## src/rtl/distance_fare_tiered.sv

```systemverilog
// distance_fare_tiered: BCD distance meter with tiered per-pulse fare.
// Optional wait-time charging is built when WAIT_FARE_EN is defined.
module distance_fare_tiered #(
  parameter int DIGITS      = 4,
  parameter int SYNC_STAGES = 2
) (
  input  logic                clk,
  input  logic                rst,
  input  logic                ten_meter_pulse,
  input  logic                en,
  input  logic                trip_clr,
  input  logic [4*DIGITS-1:0] s_fare,
  input  logic [4*DIGITS-1:0] base_dist,
  input  logic [4*DIGITS-1:0] long_dist,
  input  logic [4*DIGITS-1:0] distance_fare_per_pulse,
  input  logic [4*DIGITS-1:0] long_fare_per_pulse,
`ifdef WAIT_FARE_EN
  input  logic                wait_tick,
  input  logic [4*DIGITS-1:0] wait_fare_bcd,
`endif
  output logic [4*DIGITS-1:0] distance_bcd,
  output logic [4*DIGITS-1:0] distance_fare_bcd,
  output logic                busy,
  output logic                overflow,
  output logic                pulse_drop
);

  localparam int W  = 4 * DIGITS;
  localparam int CW = (DIGITS > 1) ? $clog2(DIGITS) : 1;
  localparam logic [W-1:0]  ALL9 = {DIGITS{4'h9}};
  localparam logic [CW-1:0] LAST = CW'(DIGITS - 1);

  typedef enum logic [1:0] {
    IDLE,
    INC,
    ADD,
    COMMIT
  } state_t;

  function automatic logic [W-1:0] clamp9(
    input logic [W-1:0] v
  );
    logic [W-1:0] r;
    r = v;
    for (int i = 0; i < DIGITS; i++) begin
      if (v[4*i +: 4] > 4'd9) r[4*i +: 4] = 4'd9;
    end
    return r;
  endfunction

  // Only called when v is not all nines.
  function automatic logic [W-1:0] bcd_inc(
    input logic [W-1:0] v
  );
    logic [W-1:0] r;
    logic         c;
    r = v;
    c = 1'b1;
    for (int i = 0; i < DIGITS; i++) begin
      if (c) begin
        if (v[4*i +: 4] == 4'd9) begin
          r[4*i +: 4] = 4'd0;
        end else begin
          r[4*i +: 4] = v[4*i +: 4] + 4'd1;
          c = 1'b0;
        end
      end
    end
    return r;
  endfunction

  state_t state, state_n;

  logic [SYNC_STAGES-1:0] sync_q;
  logic                   prev_q;
  logic                   edge_req;

  logic [1:0] pend_q, pend_n;
  logic       drop_set;
  logic       q_inc, q_dec;

  logic [W-1:0]  dist_q, fare_q;
  logic [W-1:0]  nd_q, rate_q, acc_q;
  logic [CW-1:0] dig_q;
  logic          carry_q, sat_q;
  logic          ovf_q, drop_q;

  logic dist_req, take_dist, take_wait;

  logic [3:0]   fa, ra, sd;
  logic [4:0]   sum;
  logic         sc;
  logic [W-1:0] acc_add, fare_commit;
  logic [W-1:0] nd_calc, rate_calc;
  logic [W-1:0] b_cl, l_cl;
  logic         nd_sat;

`ifdef WAIT_FARE_EN
  logic wait_q, wait_n, wdrop;
`endif

  // Synchronise the sensor and keep the previous level for edge detect.
  always_ff @(posedge clk) begin
    if (rst) begin
      sync_q <= '0;
      prev_q <= 1'b0;
    end else begin
      sync_q <= {sync_q[SYNC_STAGES-2:0], ten_meter_pulse};
      prev_q <= sync_q[SYNC_STAGES-1];
    end
  end

  assign edge_req = sync_q[SYNC_STAGES-1] & ~prev_q & en;

  // State register.
  always_ff @(posedge clk) begin
    if (rst) state <= IDLE;
    else     state <= state_n;
  end

  // Next state; COMMIT dispatches like IDLE so pulses run back to back.
  always_comb begin
    state_n   = state;
    take_dist = 1'b0;
    take_wait = 1'b0;
    dist_req  = edge_req | (pend_q != 2'd0);
    unique case (state)
      IDLE, COMMIT: begin
        state_n = IDLE;
        if (dist_req) begin
          state_n   = INC;
          take_dist = 1'b1;
        end
`ifdef WAIT_FARE_EN
        else if (wait_q) begin
          state_n   = ADD;
          take_wait = 1'b1;
        end
`endif
      end
      INC: state_n = ADD;
      ADD: if (dig_q == LAST) state_n = COMMIT;
      default: state_n = IDLE;
    endcase
    if (trip_clr) begin
      state_n   = IDLE;
      take_dist = 1'b0;
      take_wait = 1'b0;
    end
  end

  // Request queue: an edge that is not served now waits in pend_q.
  always_comb begin
    pend_n   = pend_q;
    drop_set = 1'b0;
    q_inc    = edge_req & ~(take_dist & (pend_q == 2'd0));
    q_dec    = take_dist & (pend_q != 2'd0);
    if (q_inc & ~q_dec) begin
      if (pend_q == 2'd3) drop_set = 1'b1;
      else                pend_n   = pend_q + 2'd1;
    end else if (q_dec & ~q_inc) begin
      pend_n = pend_q - 2'd1;
    end
  end

`ifdef WAIT_FARE_EN
  // Single-entry wait request flag.
  always_comb begin
    wait_n = wait_q & ~take_wait;
    wdrop  = 1'b0;
    if (wait_tick & en) begin
      if (wait_n) wdrop  = 1'b1;
      else        wait_n = 1'b1;
    end
  end
`endif

  // One BCD digit add per cycle, least significant digit first.
  always_comb begin
    fa = 4'd0;
    ra = 4'd0;
    for (int i = 0; i < DIGITS; i++) begin
      if (dig_q == CW'(i)) begin
        fa = acc_q[4*i +: 4];
        ra = rate_q[4*i +: 4];
      end
    end
    sum = {1'b0, fa} + {1'b0, ra} + {4'd0, carry_q};
    sc  = sum > 5'd9;
    sd  = sc ? 4'(sum + 5'd6) : sum[3:0];
    acc_add = acc_q;
    for (int i = 0; i < DIGITS; i++) begin
      if (dig_q == CW'(i)) acc_add[4*i +: 4] = sd;
    end
  end

  assign b_cl    = clamp9(base_dist);
  assign l_cl    = clamp9(long_dist);
  assign nd_sat  = (dist_q == ALL9);
  assign nd_calc = nd_sat ? dist_q : bcd_inc(dist_q);

  // Tier selection for the next distance step.
  always_comb begin
    rate_calc = '0;
    if (nd_sat)
      rate_calc = '0;
    else if (nd_calc > l_cl)
      rate_calc = clamp9(long_fare_per_pulse);
    else if (nd_calc > b_cl)
      rate_calc = clamp9(distance_fare_per_pulse);
  end

  assign fare_commit = carry_q ? ALL9 : acc_q;

  // Shadow registers, digit-serial accumulate and committed results.
  always_ff @(posedge clk) begin
    if (rst) begin
      pend_q  <= 2'd0;
      dist_q  <= '0;
      fare_q  <= '0;
      nd_q    <= '0;
      rate_q  <= '0;
      acc_q   <= '0;
      dig_q   <= '0;
      carry_q <= 1'b0;
      sat_q   <= 1'b0;
      ovf_q   <= 1'b0;
      drop_q  <= 1'b0;
`ifdef WAIT_FARE_EN
      wait_q  <= 1'b0;
`endif
    end else if (trip_clr) begin
      pend_q  <= 2'd0;
      dist_q  <= '0;
      fare_q  <= clamp9(s_fare);
      dig_q   <= '0;
      carry_q <= 1'b0;
      sat_q   <= 1'b0;
      ovf_q   <= 1'b0;
      drop_q  <= 1'b0;
`ifdef WAIT_FARE_EN
      wait_q  <= 1'b0;
`endif
    end else begin
      pend_q <= pend_n;
      if (drop_set) drop_q <= 1'b1;
      unique case (state)
        INC: begin
          nd_q    <= nd_calc;
          sat_q   <= nd_sat;
          rate_q  <= rate_calc;
          acc_q   <= fare_q;
          dig_q   <= '0;
          carry_q <= 1'b0;
        end
        ADD: begin
          acc_q   <= acc_add;
          carry_q <= sc;
          dig_q   <= dig_q + 1'b1;
        end
        COMMIT: begin
          dist_q <= nd_q;
          fare_q <= fare_commit;
          if (carry_q | sat_q) ovf_q <= 1'b1;
        end
        default: ;
      endcase
`ifdef WAIT_FARE_EN
      wait_q <= wait_n;
      if (wdrop) drop_q <= 1'b1;
      if (take_wait) begin
        if (state != COMMIT) nd_q <= dist_q;
        sat_q   <= 1'b0;
        rate_q  <= clamp9(wait_fare_bcd);
        acc_q   <= (state == COMMIT) ? fare_commit : fare_q;
        dig_q   <= '0;
        carry_q <= 1'b0;
      end
`endif
    end
  end

  assign distance_bcd      = dist_q;
  assign distance_fare_bcd = fare_q;
  assign overflow          = ovf_q;
  assign pulse_drop        = drop_q;
`ifdef WAIT_FARE_EN
  assign busy = (state != IDLE) | (pend_q != 2'd0) | wait_q;
`else
  assign busy = (state != IDLE) | (pend_q != 2'd0);
`endif

endmodule
```

## config.mk

```make
export PLATFORM = sky130hd
export DESIGN_NAME = distance_fare_tiered
export DESIGN_NICKNAME = d
export VERILOG_FILES = /design/src/rtl/distance_fare_tiered.sv
export SDC_FILE = /design/constraint.sdc
export NUM_CORES = 1
export LEC_CHECK = 0
export ABC_AREA = 0
export CORE_MARGIN = 8
export CORE_UTILIZATION = 55
export DETAILED_ROUTE_END_ITERATION = 12
export DONT_BUFFER_PORTS = 1
export GPL_ROUTABILITY_DRIVEN = 0
export GPL_TIMING_DRIVEN = 0
export PLACE_DENSITY = 0.7
export SLEW_MARGIN = 20
export SYNTH_ARGS = -nofsm -noshare
export SYNTH_HDL_FRONTEND = slang
export SYNTH_SLANG_ARGS = --single-unit
```

## constraint.sdc

```tcl
create_clock -name clk -period 5.4 [get_ports clk]
set_input_delay 1.08 -clock clk [delete_from_list [all_inputs] [get_ports clk]]
set_output_delay 1.08 -clock clk [all_outputs]
set_load 0.02 [all_outputs]
```

==> results.md, run 1 <==
- Area of the die: between 0.01 and 0.015 mm²
- Hold violation total from the final report: 0
- Setup TNS: 0 ns
- Synth Area per Inst: a little under 8 µm²
- Startpoint type of the worst setup path: flip-flop
- CTS tree: yes
- Total count of max-transition violations in the final report: 0
- Number of buffers created by CTS: 9
- Routed met1 length: between 7000 and 8000 µm
- Yosys warning total: 0
- Post-synthesis cell area: approximately 0.0059 mm²
- Global-route wire length before repair: approximately 27000 µm
- Metal3 WL: ~1400 µm
- Worst vdd ir: approximately 0.13 mV
- Inserted Diodes: 0
- Leakage component of the power: between 2 and 2.5 nW
- Count of cells resized by post-cts repair: 0
- Clock tree skew after final layout: approximately 0.011 ns
- Cell taking the most area after synthesis: dfxtp_1
- Vias in the first global route: between 5000 and 6000
- Setup fix buffers added after clock tree synthesis: 0
- Crit. End Element: flip-flop
- Arrival time reported for the critical path endpoint: approximately 4.9 ns
- HPWL after detailed placement: approximately 13000 µm
- Slew HR: 34.7%
- Type of the worst setup path: reg2reg
- Later-pin clock latency in the skew report: between 0.3 and 0.4 ns
- Largest stage delay, worst path: ~0.48 ns
- Antenna violations before repair: 0
- Initial cell density of the core: between 50 and 60%
- Worst min-delay path category: reg2reg
- Cell-by-cell listing of the critical path: ha_1 -> clkbuf_1 -> clkbuf_1 -> nor2_1 -> a21oi_1 -> nor2_1 -> a21oi_1 -> o21ai_0 -> fa_1 -> inv_1 -> fa_1 -> ha_1 -> nor2b_1 -> a31o_2 -> o311ai_2 -> mux2i_1 -> nand2_1 -> a211oi_1
- CP max FO: 10
- Result of the run: complete, no violations
- Detailed route wirelength on metal2: around 7700 µm
- Power density over the cells: around 200 mW/mm²
- Die outline width: 119 µm
- Clock sink total: 93
- Share of the yosys chip area belonging to registers: 31.6%
- Tot GR Track Use: a little under a quarter
- Final count of negative-setup-slack endpoints: 0
- Port Buf Inserts: 0
- Routed via count: 5527
- EDFF count, synth: 0
- Root buffer cell: clkbuf_8
- Count of unresolved DRC violations after routing: 0
- I/O pin count: 120
- Max stage delay cell, worst path: fa_1
- Max-cap violation count: 0
- Share of flip-flops with an asynchronous set or reset: 0%
- Clock H-tree levels: 3
- Leading cell types by total area after synthesis: dfxtp_1 32%, ha_1 9.8%, nor2_1 8.5%
- Synthesized netlist cell count: around 770
- Final #Nets: 909
- Max Clk Rate: roughly 220 MHz
- Post-Synthesis Net Count: about 900
- RSZ-0062 raised after global routing: no
- Area delta synth->final: 5.57%
- Post-synthesis register bit count: 93
- Overall routed net length: around 17000 µm
- Slew at the pin with the worst max-slew slack: 0.977 ns
- Iteration-0 DRC Markers: between 300 and 400
- Most common library cell in the layout ignoring fill and taps: nor2_1
- Buffer levels on the longest clock path: 2
- Core area: about 0.010 mm²
- Total power consumption of the routed design: roughly 1.2 mW
- Gr ovfl total: 0
- First-pass DRT Iterations: 5
- Final core utilization: approximately three fifths
- Number of cell rows: 37
- Vertical extent of the die: ~120 µm
- Wire length per cell: about 18 µm
- Worst path required time: around 5.7 ns
- Register-to-register path setup slack: slightly below 0.8 ns
- CTS Hold Bufs: 0
- Number of different library cells in the post-synthesis netlist: 59
- Most used flip-flop cell after synthesis: dfxtp_1
- Proportion of netlist area held by the largest area contributor: a little under a third
- Register clock-pin slew on the reported worst setup and hold paths: 0.09 ns
- Post-layout minimum cycle time: around 4.6 ns
- Remaining antenna violation count after routing: 0
- Uppermost metal layer occupied by signal nets: met4
- Via count normalized by instance count: a little over 6
- Final period utilization: between 80% and 90%
- Maximum number of pins on one net before global-route repair: 15
- Highest-count cells in the layout ignoring fill and taps: 134 x nor2_1, 93 x dfxtp_1, 78 x a21oi_1
- Fraction of final layout cells with drive strength greater than 1: 4.36%
[registers in the layout, indices dropped and copies added (netlist names), 16 cells and up]
register,flops
rate_q,16
nd_q,16
distance_bcd,16
acc_q,16
distance_fare_bcd,16
[per-stage QoR]
step / setup WS, ns / std cells / cell area [µm²] / hold WS, ns
final: 0.779 / 916 / 6210 / 0.449
after global routing: 0.324 / 916 / 6210 / 0.476
after CTS: 0.844 / 916 / 6210 / 0.456
after detailed placement: 0.873 / 901 / 6060 / 0.439
after global placement: 1.01 / 901 / 6060 / 0.420
after floorplan: 1.55 / 765 / 5890 / 0.414
[cell type report]
class	instances	area, µm²
clock inverters	4	26.3
flip-flops and latches	93	1860
multi-input cells	587	3680
clock buffers	11	131
well taps	136	170
plain buffers	37	160
inverters	48	180
fillers	970	4160
[layer usage]
metal	vias to the layer above	global-route usage (%)
li1	2712	-
met5	-	0
met2	216	37.9
met1	2575	30.1
met4	0	7.26
met3	24	4.96
[where the power goes]
| group | leakage, nW | switching (mW) | internal, mW |
|---|---|---|---|
| clock network | 0.0792 | 0.245 | 0.165 |
| registers | 0.752 | 0.0168 | 0.695 |
| logic | 1.60 | 0.0620 | 0.0347 |
| total | 2.43 | 0.323 | 0.894 |
[final timing paths]
check	from	to	cells after the start
worst max register to register	dig_q[0]	acc_q[6]	18
worst min register to register	sync_q[0]	sync_q[1]	1
worst min-delay path	sync_q[0]	sync_q[1]	1
worst max-delay path	dig_q[0]	acc_q[6]	18
[cells in the mapped netlist (all sizes together), types with 2 or more instances]
cell	instances
and2	3
nand4	8
nor3b	4
o211ai	3
nor3	13
inv	47
ha	46
a311oi	4
a21oi	78
clkbuf	26
o22ai	4
o211a	4
xor2	2
o21ai	36
nand2b	20
or2	2
o21a	2
a32oi	16
a31oi	4
o32ai	5
nor2	135
nor4	3
nand3	11
mux2i	27
a21o	4
xnor2	7
o31ai	8
and3	2
a21boi	8
nand2	77
dfxtp	93
fa	2
o41ai	8
nand3b	2
a211oi	15
buf	11
nor2b	9
and4bb	2
a211o	2
[kinds of logic after synthesis]
group	after synthesis	synth area share, %
compound gates	207	23.3
xor+xnor	9	1.34
mux	28	4.78
buf+inv	85	5.78
simple gates	295	22.7
fa+ha+maj	48	10.5
flops	93	31.6
[worst max-delay path, delay by kind of cell (launching register included)]
family | cells | cell delay, ns
AOI/OAI and AO/OA | 6 | 1.32
adders and majority gates | 4 | 1.34
buffers and inverters | 3 | 0.79
DFF | 1 | 0.41
muxes | 1 | 0.24
and+or+nand+nor | 4 | 0.43
Note: power is estimated with default switching activity, not from simulation.
==> run 2: changes to the inputs <==
--- a/config.mk
+++ b/config.mk
@@ -6,7 +6,6 @@
 export NUM_CORES = 1
 export LEC_CHECK = 0
 export ABC_AREA = 0
-export CORE_MARGIN = 8
 export CORE_UTILIZATION = 55
 export DETAILED_ROUTE_END_ITERATION = 12
 export DONT_BUFFER_PORTS = 1
==> run 2 against run 1 <==
Compared with the run above: clock power rose by 22%; combinational power decreased by 0.5%; clock-buffer cell count is 1 lower; flip-flop and latch count did not move; fmax up 3.7%; worst setup slack gained 0.16 ns; register-to-register slack better by 0.16 ns; via count shrank 0.25%; highest routed layer unchanged; global-route usage rose by 5.3 points; final area rose by 0.79%; cell count up 0.11%; clock skew rose by 0.0026 ns.
==> results.md, run 2 (synthesis results as in run 1) <==
- Result of the run: complete, no violations (unchanged)
- CTS tree: yes (unchanged)
- Port Buf Inserts: 0 (unchanged)
- Post-route worst setup slack: 0.942 ns (was 0.779 ns)
- Fraction of power spent switching nets: 26.5% (was 26.6%)
- Buffer levels on the longest clock path: 2 (unchanged)
- Overall routed net length: 15800 µm (was 16800 µm)
- Maximum number of pins on one net before global-route repair: 17 (was 15)
- Vertical extent of the die: 105 µm (was 119 µm)
- Register-to-register path setup slack: 0.94 ns (was 0.78 ns)
- RSZ-0062 raised after global routing: no (unchanged)
- Final period utilization: 82.6% (was 85.6%)
- Later-pin clock latency in the skew report: 0.38 ns (was 0.37 ns)
- Reg power frac: 54.5% (was 58.4%)
- Post-layout minimum cycle time: 4.46 ns (was 4.62 ns)
- Count of unresolved DRC violations after routing: 0 (unchanged)
- Worst vdd ir: 0.126 mV (about the same)
- Setup TNS: 0 ns (unchanged)
- Final #Nets: 909 (unchanged)
- Slew at the pin with the worst max-slew slack: 0.892 ns (was 0.977 ns)
- CTS Hold Bufs: 0 (unchanged)
- Worst path required time: 5.69 ns (was 5.68 ns)
- Number of buffers created by CTS: 9 (unchanged)
- Vias in the first global route: 5245 (was 5436)
- Slew HR: 40.4% (was 34.7%)
- Int Power: 960 µW (was 894 µW)
- Type of the worst setup path: reg2reg (unchanged)
- Area used by multi-input combinational logic: 0.00368 mm² (unchanged)
- Clock sink total: 93 (unchanged)
- Via count normalized by instance count: 6.01 (was 6.03)
- Core area: 0.0104 mm² (unchanged)
- Remaining antenna violation count after routing: 0 (unchanged)
- Antenna violations before repair: 0 (unchanged)
- Area of the die: 0.0111 mm² (was 0.0143 mm²)
- Worst setup slack before clock tree synthesis: 0.998 ns (was 0.873 ns)
- Worst Reg2Reg Path Length in Cells: 19 (was 18)
- Clock H-tree levels: 3 (unchanged)
- Register clock-pin slew on the reported worst setup and hold paths: 0.10 ns (was 0.09 ns)
- First-pass DRT Iterations: 5 (unchanged)
- Reg2Reg Launch Point: dig_q[1] (was dig_q[0])
- Endpoint of the worst register-to-register path: acc_q[14] (was acc_q[6])
- Root buffer cell: clkbuf_8 (unchanged)
- Worst min-delay path category: reg2reg (unchanged)
- Final count of negative-setup-slack endpoints: 0 (unchanged)
- Max-cap violation count: 0 (unchanged)
- WHS Endpoint: nd_q[11] (was sync_q[1])
- Highest-count cells in the layout ignoring fill and taps: 134 x nor2_1, 93 x dfxtp_1, 78 x a21oi_1 (unchanged)
- Inst Count DP: 901 (unchanged)
- Part of the power in combinational logic: 7.4% (was 7.9%)
- Startpoint type of the worst setup path: flip-flop (unchanged)
- Number of fill cells: 941 (was 970)
- Non-filler instance count after layout: 917 (was 916)
- HPWL after detailed placement: 12400 µm (was 13300 µm)
- Crit. End Element: flip-flop (unchanged)
- Total power consumption of the routed design: 1.31 mW (was 1.22 mW)
- Hold Path Cell Cnt: 2 (was 1)
- Leakage component of the power: 2.46 nW (was 2.43 nW)
- Most common library cell in the layout ignoring fill and taps: nor2_1 (unchanged)
- FF+latch area: 0.00186 mm² (unchanged)
- Inserted Diodes: 0 (unchanged)
- Routed via count: 5513 (was 5527)
- Max Clk Rate: 224 MHz (was 216 MHz)
- Count of cells resized by post-cts repair: 0 (unchanged)
- Power density over the cells: 209 mW/mm² (was 196 mW/mm²)
- Setup fix buffers added after clock tree synthesis: 0 (unchanged)
- Area delta synth->final: 6.40% (was 5.57%)
- Clock network fraction of total power: 38.1% (was 33.6%)
- Net switching component of the power: 346 µW (was 323 µW)
- Tot GR Track Use: 28.6% (was 23.3%)
- I/O pin count: 120 (unchanged)
- Fraction of final layout cells with drive strength greater than 1: 4.74% (was 4.36%)
- Critical hold path startpoint: nd_q[11] (was sync_q[0])
- Global-route wire length before repair: 25400 µm (was 27400 µm)
- Total count of max-transition violations in the final report: 0 (unchanged)
- Number of cell rows: 37 (unchanged)
- Clock tree skew after final layout: 0.0136 ns (was 0.0110 ns)
- Arrival time reported for the critical path endpoint: 4.74 ns (was 4.90 ns)
- Die outline width: 105 µm (was 119 µm)
- Hold violation total from the final report: 0 (unchanged)
- Gr ovfl total: 0 (unchanged)
- Wire length per cell: 17.2 µm (was 18.3 µm)
- Initial cell density of the core: 56.8% (unchanged)
- CP max FO: 10 (unchanged)
- Iteration-0 DRC Markers: 392 (was 387)
-- run 2: cell types whose count changed in the layout (fill, tap and decap cells not counted), sizes merged --
cell    before  now
bufinv       0    1
inv         47   49
clkinv       4    3
clkbuf      37   36
-- run 2: how the worst max path moves through the flow --
stage | cells after the start | startpoint | end
after floorplan | 19 | dig_q[1] | acc_q[10]
final | 19 | dig_q[1] | acc_q[14]
after global routing | 19 | dig_q[1] | acc_q[2]
after global placement | 19 | dig_q[1] | acc_q[14]
after CTS | 19 | dig_q[1] | acc_q[14]
after detailed placement | 19 | dig_q[1] | acc_q[14]
-- run 2: power by group through the flow --
stage                     Clock, mW  Combinational [mW]  Sequential [mW]
after floorplan                   0              0.0742            0.724
after global placement            0              0.0909            0.727
after detailed placement          0              0.0950            0.727
after CTS                     0.500              0.0956            0.711
after global routing          0.528               0.110            0.713
final                         0.498              0.0963            0.712
-- run 2: layout make-up --
cell class	instances	area share (%)
Inverter	48	2.88
Multi-Input combinational cell	587	58.8
Buffer	37	2.56
Clock buffer	10	2.20
Tap cell	136	2.72
Clock inverter	6	1.10
Sequential cell	93	29.7
-- run 2: worst max-delay path: stages, from the launching register on --
cell      delay, ns
dfxtp_1        0.35
inv_1          0.09
ha_1           0.14
clkbuf_1       0.29
clkbuf_1       0.38
nor2_1         0.10
a21oi_1        0.14
nor2_1         0.05
a21oi_1        0.12
o21ai_0        0.12
fa_1           0.43
inv_1          0.08
fa_1           0.48
ha_1           0.25
nor2b_1        0.13
a31o_2         0.23
o311ai_2       0.35
mux2i_1        0.24
nand2_1        0.14
a211oi_1       0.25
-- run 2: per-layer routing --
layer  track usage [%]  vias up  share of wire, %
met2              45.7      231                44
met4              9.56        0               1.6
li1                  -     2709                 -
met1              38.3     2549                46
met3              6.00       24               8.1
met5                 0        -                 0
-- run 2: stage by stage --
step	area (µm²)	hold slack (ns)	utilization, %
floorplan	5890	0.414	-
global placement	6060	0.427	58.4
CTS	6260	0.459	60.4
finish	6260	0.459	60.4
global route	6260	0.478	60.4
detailed placement	6060	0.447	58.4
